===== src/rtl/mem_access_ctrl.sv =====
// MEM-stage access controller: load/store decode, big-endian lane selects, req/ack stall FSM.
// Optional ack watchdog with timeout_o is compiled in when MEM_TIMEOUT_EN is defined.
module mem_access_ctrl #(
  parameter int REG_ADDR_W  = 5,
  parameter int CNT_W       = 32,
  parameter int CNT_LIMIT   = 200,
  parameter int TIMEOUT_CYC = 64
) (
  input  logic                  clk,
  input  logic                  rst_n,
  input  logic [REG_ADDR_W-1:0] wd_i,
  input  logic                  wreg_i,
  input  logic [31:0]           wdata_i,
  input  logic [3:0]            mem_op_i,
  input  logic [31:0]           mem_addr_i,
  input  logic [31:0]           store_data_i,
  input  logic                  dmem_ack_i,
  input  logic [31:0]           dmem_rdata_i,
  output logic                  dmem_req_o,
  output logic                  dmem_we_o,
  output logic [31:0]           dmem_addr_o,
  output logic [3:0]            dmem_sel_o,
  output logic [31:0]           dmem_wdata_o,
  output logic [REG_ADDR_W-1:0] wd_o,
  output logic                  wreg_o,
  output logic [31:0]           wdata_o,
  output logic [CNT_W-1:0]      cnt_o,
  output logic                  misalign_o,
`ifdef MEM_TIMEOUT_EN
  output logic                  timeout_o,
`endif
  output logic                  stallreq_o
);

  localparam logic [1:0] SZ_B = 2'd0;
  localparam logic [1:0] SZ_H = 2'd1;
  localparam logic [1:0] SZ_W = 2'd2;

  typedef enum logic [1:0] {S_IDLE, S_WAIT, S_DONE} state_t;

  state_t           state_q, state_d;
  logic [CNT_W-1:0] cnt_q;
  logic [31:0]      ld_data_p1;
  logic             is_load, is_store, sgn, misalign, access, ack_hit;
  logic [1:0]       sz;
  logic             tmo_hit, tmo_done;

  function automatic logic [3:0] lane_sel(input logic [1:0] s, input logic [1:0] a);
    case (s)
      SZ_B:    lane_sel = 4'b1000 >> a;
      SZ_H:    lane_sel = a[1] ? 4'b0011 : 4'b1100;
      default: lane_sel = 4'b1111;
    endcase
  endfunction

  function automatic logic [31:0] store_rep(input logic [1:0] s, input logic [31:0] d);
    case (s)
      SZ_B:    store_rep = {4{d[7:0]}};
      SZ_H:    store_rep = {2{d[15:0]}};
      default: store_rep = d;
    endcase
  endfunction

  function automatic logic [31:0] load_extend(input logic [31:0] w, input logic [1:0] s,
                                              input logic [1:0] a, input logic sx);
    logic signed [7:0]  b;
    logic signed [15:0] h;
    case (a)
      2'b00:   b = w[31:24];
      2'b01:   b = w[23:16];
      2'b10:   b = w[15:8];
      default: b = w[7:0];
    endcase
    h = a[1] ? w[15:0] : w[31:16];
    case (s)
      SZ_B:    load_extend = sx ? 32'($signed(b)) : {24'd0, b};
      SZ_H:    load_extend = sx ? 32'($signed(h)) : {16'd0, h};
      default: load_extend = w;
    endcase
  endfunction

  always_comb begin
    is_load  = 1'b0;
    is_store = 1'b0;
    sgn      = 1'b0;
    sz       = SZ_W;
    case (mem_op_i)
      4'd1: begin is_load  = 1'b1; sz = SZ_B; sgn = 1'b1; end
      4'd2: begin is_load  = 1'b1; sz = SZ_B; end
      4'd3: begin is_load  = 1'b1; sz = SZ_H; sgn = 1'b1; end
      4'd4: begin is_load  = 1'b1; sz = SZ_H; end
      4'd5: begin is_load  = 1'b1; sz = SZ_W; end
      4'd6: begin is_store = 1'b1; sz = SZ_B; end
      4'd7: begin is_store = 1'b1; sz = SZ_H; end
      4'd8: begin is_store = 1'b1; sz = SZ_W; end
      default: ;
    endcase
  end

  assign misalign = (is_load | is_store) &
                    (((sz == SZ_H) & mem_addr_i[0]) | ((sz == SZ_W) & (mem_addr_i[1:0] != 2'b00)));
  assign access   = (is_load | is_store) & ~misalign;
  // Ack only counts when a request is actually on the bus.
  assign ack_hit  = dmem_ack_i & (((state_q == S_IDLE) & access) | (state_q == S_WAIT));

`ifdef MEM_TIMEOUT_EN
  localparam int WD_W = $clog2(TIMEOUT_CYC + 1);
  logic [WD_W-1:0] wdog_q;
  logic            tmo_done_q;

  assign tmo_hit   = (state_q == S_WAIT) & ~dmem_ack_i & (wdog_q == WD_W'(TIMEOUT_CYC - 1));
  assign tmo_done  = tmo_done_q;
  assign timeout_o = rst_n & tmo_hit;

  always_ff @(posedge clk or negedge rst_n) begin
    if (!rst_n) begin
      wdog_q     <= '0;
      tmo_done_q <= 1'b0;
    end else begin
      wdog_q     <= (state_q == S_WAIT) ? wdog_q + WD_W'(1) : '0;
      tmo_done_q <= tmo_hit;
    end
  end
`else
  logic unused_tmo_cfg;
  assign unused_tmo_cfg = (TIMEOUT_CYC != 0);
  assign tmo_hit        = 1'b0;
  assign tmo_done       = 1'b0;
`endif

  always_comb begin
    state_d = state_q;
    case (state_q)
      S_IDLE: if (access) state_d = dmem_ack_i ? S_DONE : S_WAIT;
      S_WAIT: if (dmem_ack_i || tmo_hit) state_d = S_DONE;
      default: state_d = S_IDLE;
    endcase
  end

  // Stage boundary: ack edge latches extended load data and bumps the access counter.
  always_ff @(posedge clk or negedge rst_n) begin
    if (!rst_n) begin
      state_q    <= S_IDLE;
      cnt_q      <= '0;
      ld_data_p1 <= '0;
    end else begin
      state_q <= state_d;
      if (ack_hit) begin
        cnt_q <= (cnt_q >= CNT_W'(CNT_LIMIT)) ? '0 : cnt_q + CNT_W'(1);
        if (is_load) ld_data_p1 <= load_extend(dmem_rdata_i, sz, mem_addr_i[1:0], sgn);
      end
    end
  end

  assign cnt_o = cnt_q;

  always_comb begin
    dmem_req_o   = 1'b0;
    dmem_we_o    = 1'b0;
    dmem_addr_o  = '0;
    dmem_sel_o   = '0;
    dmem_wdata_o = '0;
    wd_o         = '0;
    wreg_o       = 1'b0;
    wdata_o      = '0;
    misalign_o   = 1'b0;
    stallreq_o   = 1'b0;
    if (rst_n) begin
      wd_o    = wd_i;
      wreg_o  = wreg_i;
      wdata_o = wdata_i;
      if (((state_q == S_IDLE) && access) || (state_q == S_WAIT)) begin
        dmem_req_o   = 1'b1;
        stallreq_o   = 1'b1;
        wreg_o       = 1'b0;
        dmem_we_o    = is_store;
        dmem_addr_o  = {mem_addr_i[31:2], 2'b00};
        dmem_sel_o   = lane_sel(sz, mem_addr_i[1:0]);
        dmem_wdata_o = is_store ? store_rep(sz, store_data_i) : 32'd0;
      end else if (state_q == S_IDLE && misalign) begin
        misalign_o = 1'b1;
        wreg_o     = 1'b0;
      end else if (state_q == S_DONE) begin
        if (is_store || tmo_done) wreg_o = 1'b0;
        if (is_load) wdata_o = ld_data_p1;
      end
    end
  end

endmodule


===== config.mk =====
export PLATFORM = sky130hd
export DESIGN_NAME = mem_access_ctrl
export DESIGN_NICKNAME = d
export VERILOG_FILES = /design/src/rtl/mem_access_ctrl.sv
export SDC_FILE = /design/constraint.sdc
export NUM_CORES = 1
export LEC_CHECK = 0
export ABC_AREA = 0
export BUFFER_PORTS_ARGS = -buffer_cell sky130_fd_sc_hd__buf_2
export CAP_MARGIN = 10
export CORE_MARGIN = 2
export CORE_UTILIZATION = 30
export CTS_CLUSTER_SIZE = 25
export DETAILED_ROUTE_END_ITERATION = 16
export PLACE_DENSITY = 0.6
export SYNTH_ARGS = -nofsm -noshare
export SYNTH_HDL_FRONTEND = slang
export SYNTH_SLANG_ARGS = --single-unit

===== constraint.sdc =====
create_clock -name clk -period 6.35 [get_ports clk]
set_clock_uncertainty 0.15 [all_clocks]
set_input_delay 1.27 -clock clk [delete_from_list [all_inputs] [get_ports clk]]
set_output_delay 1.27 -clock clk [all_outputs]
set_load 0.01 [all_outputs]

==> reports/metrics.csv <==
stage,metric,value,unit
outcome,status,completed,
clocking,number of post-CTS setup repair buffers,0,
global_routing,M1 GR Usage,0.2872,
min_path,end of the worst hold path,ld_data_p1[5],
sta,Max Fclk,176.7,MHz
final_layout,synthesis-to-finish area growth,36.87,%
final_layout,share of cells above drive strength 1,0.3617,
clocking,TritonCTS clock tree,yes,
worst_setup_path,RR Startpoint,state_q[0],
worst_setup_path,Critical Path End Type,primary output,
synth,share of the synthesized area in the top cell type,0.3415,
clocking,Clock Latency Late Sink,0.33,ns
worst_setup_path,CP Class,input port to primary output,
clocking,TritonCTS buffer count,9,
route,Wirelength per Cell,17.19,um
worst_setup_path,Setup crit start kind,input port,
pwr,Logic pwr share,0.294,
synth,Synth Warn #,0,
floorplanning,Core ar.,15830,um^2
final_layout,Antenna diodes,0,
clocking,H-tree depth,3,
synth,Synth area leaders,"dfrtp_1, a21oi_1, nand2_1, and2_1, nor2_1",
sta,final hold violations,0,
route,via/cell ratio,5.095,
route,drt pass-1 iters,5,
synth,Yosys top cell by area,dfrtp_1,
final_layout,"most common cell after layout, fill and taps aside",buf_2,
pwr,Pint,0.0009814,W
synth,Synth Register Bits,66,
clocking,clock buffer depth,2,
sta,Slew Limit Fails,0,
global_routing,largest net degree at the start of global routing,73,
sta,final setup margin,0.6894,ns
global_routing,GR Util All Layers,0.2077,
synth,Syn Inst Count,639,
synth,Netlist cell types,54,
placed_design,port bufs,280,
route,vias,5650,
worst_setup_path,WP data required,4.93,ns
clocking,# clock sinks,66,
pwr,Clock power frac,0.298,
sta,Worst-Margin Slew,1.128,ns
synth,synthesized area per cell,7.568,um^2
placed_design,DP Worst Slack,0.7574,ns
final_layout,"commonest non-fill, non-tap cells in the layout","buf_2, a21oi_1, nand2_1",
placed_design,placed cell area,6365,um^2
clocking,root buf cell,clkbuf_16,
worst_setup_path,Crit path arrival time,4.24,ns
sta,hold_ws,0.3356,ns
floorplanning,Top Ports,283,
worst_setup_path,reg2reg setup slack,3.84,ns
clocking,post-CTS sizing,0,
worst_setup_path,RR Endpoint,ld_data_p1[8],
sta,worst relative slew slack,0.2456,
global_routing,GRT overflow,0,
floorplanning,die area,17150,um^2
sta,Finish-stage setup viols,0,
flow_run,# Max-Cap Violations,0,
min_path,Hold WC Path Type,register to register,
route,Initial DRC Count,363,
pwr,power density over the cells,224.3,nW/um^2
global_routing,initial antenna violation count,0,
synth,Post-synth EDFFs,0,
route,Antenna Nets Post-Route,0,
min_path,min-delay src,ld_data_p1[5],
clocking,hold bufs inserted after CTS,0,
sta,TNS Setup,0,ns
final_layout,post-route cell area,6619,um^2
pwr,switching part of the total,0.3388,
synth,"Cell Area, Synth",4836,um^2
synth,top_reg_cell synth,dfrtp_1,
worst_setup_path,worst reg2reg path depth,5,
synth,"Seq/Total Area, Yosys",0.3415,
worst_setup_path,largest fanout on the critical path,37,
placed_design,Detailed Place HPWL,14220,um
floorplanning,Die Span X,131.0,um
clocking,Worst-path clk slew,0.05,ns
global_routing,M2 GR Usage,0.3420,
final_layout,Layout Cells excl Fill,1109,
pwr,Switch Pwr,0.0005030,W
placed_design,Placer Congestion,0.8416,
global_routing,grt met3 use,0.02728,
global_routing,GR peak layer,met2,
floorplanning,Die H,131.0,um
floorplanning,Initial Util,0.3055,
synth,Synth async-reset ratio,1.000,
min_path,number of stages on the worst hold path,1,
floorplanning,row count,46,
placed_design,dpl cells,1095,
sta,period utilization,0.8914,
global_routing,number of global-route vias before repair,5041,
pwr,leak pwr,3.433,nW
global_routing,global-route wire length before repair,27620,um
final_layout,NumNets Final,1033,
sta,RSZ-0062 raised after global routing,false,
pwr,Worst VDD drop,0.1493,mV
pwr,register share of total power,0.408,
sta,Final min period,5.661,ns
route,Routed WL,19070,um
route,DRC,0,
==> layout make-up <==
cell class              instances  area (um^2)
well taps                     216        270.3
repair buffers                292         1494
inverters                      17        63.81
flip-flops and latches         66         1652
multi-input cells             504         2885
clock buffers                  14        254.0
fillers                      1648         9209
==> critical path, cell delays in order <==
cell and delay [ns]:
buf_2 0.20, or4_1 0.58, a21oi_2 0.40, a2111oi_4 0.05
buf_4 0.24, nand2b_1 0.72, inv_1 0.32, and2_1 0.31
buf_2 0.15
==> synth_stat cells (5+ instances only) <==
cell and n:
and3_1 6, buf_2 13, nand4_1 5, and2_1 49, mux2i_1 8, nand2_1 116, clkbuf_1 29, nor2b_1 5
nor4_1 9, buf_4 6, nor3_1 15, nor2_1 45, o22ai_1 10, dfrtp_1 66, a21oi_1 122, a31oi_1 22
o221ai_1 6, nand3_1 12, inv_1 16, nand2b_1 5, a41oi_1 6, nor3b_1 11
==> kinds of logic (layout without fill, tap and decap cells) <==
kind of cell,Yosys count,count (layout),synth area share
muxes,16,16,0.03984
other,1,2,0.0007755
buffers and inverters,70,323,0.06701
DFF,66,66,0.3415
AOI/OAI and AO/OA,195,195,0.2541
adders and majority gates,2,2,0.005174
and+or+nand+nor,289,289,0.2916
==> sequential cells by signal, summed over array words and instances, names as in the netlist <==
signal,cells
cnt_o,32
ld_data_p1,32
state_q,2
==> through the flow <==
step             util   power, W
6_report       0.4182   0.001484
5_1_grt        0.4182   0.001587
4_1_cts        0.4182   0.001496
3_5_place_dp   0.4021   0.001047
3_3_place_gp   0.4021   0.001038
2_1_floorplan       -  0.0008623
==> metal layers <==
| layer | part of all wire | vias to the layer above |
|---|---|---|
| li1 | - | 2751 |
| met1 | 0.44 | 2654 |
| met2 | 0.48 | 226 |
| met3 | 0.058 | 19 |
| met4 | 0.014 | 0 |
| met5 | 0 | - |
==> power groups by stage <==
stage / combinational (W) / clock (W) / sequential [W]
floorplan: 0.000268 / 0 / 0.000595
global placement: 0.000430 / 0 / 0.000609
detailed placement: 0.000436 / 0 / 0.000611
CTS: 0.000439 / 0.000452 / 0.000605
global route: 0.000496 / 0.000473 / 0.000618
finish: 0.000436 / 0.000442 / 0.000606
==> worst max path at each step <==
stage / startpoint / end / slack (ns) / cells past startpoint
floorplan: mem_op_i[0] / dmem_wdata_o[27] / 1.79 / 8
global placement: mem_op_i[3] / dmem_wdata_o[4] / 0.80 / 9
detailed placement: mem_op_i[3] / dmem_wdata_o[4] / 0.76 / 9
CTS: mem_op_i[3] / dmem_wdata_o[4] / 0.75 / 9
global route: mem_op_i[0] / dmem_wdata_o[4] / 0.43 / 9
finish: mem_op_i[3] / dmem_wdata_o[4] / 0.69 / 9
Power figures use the tool's default switching activity.
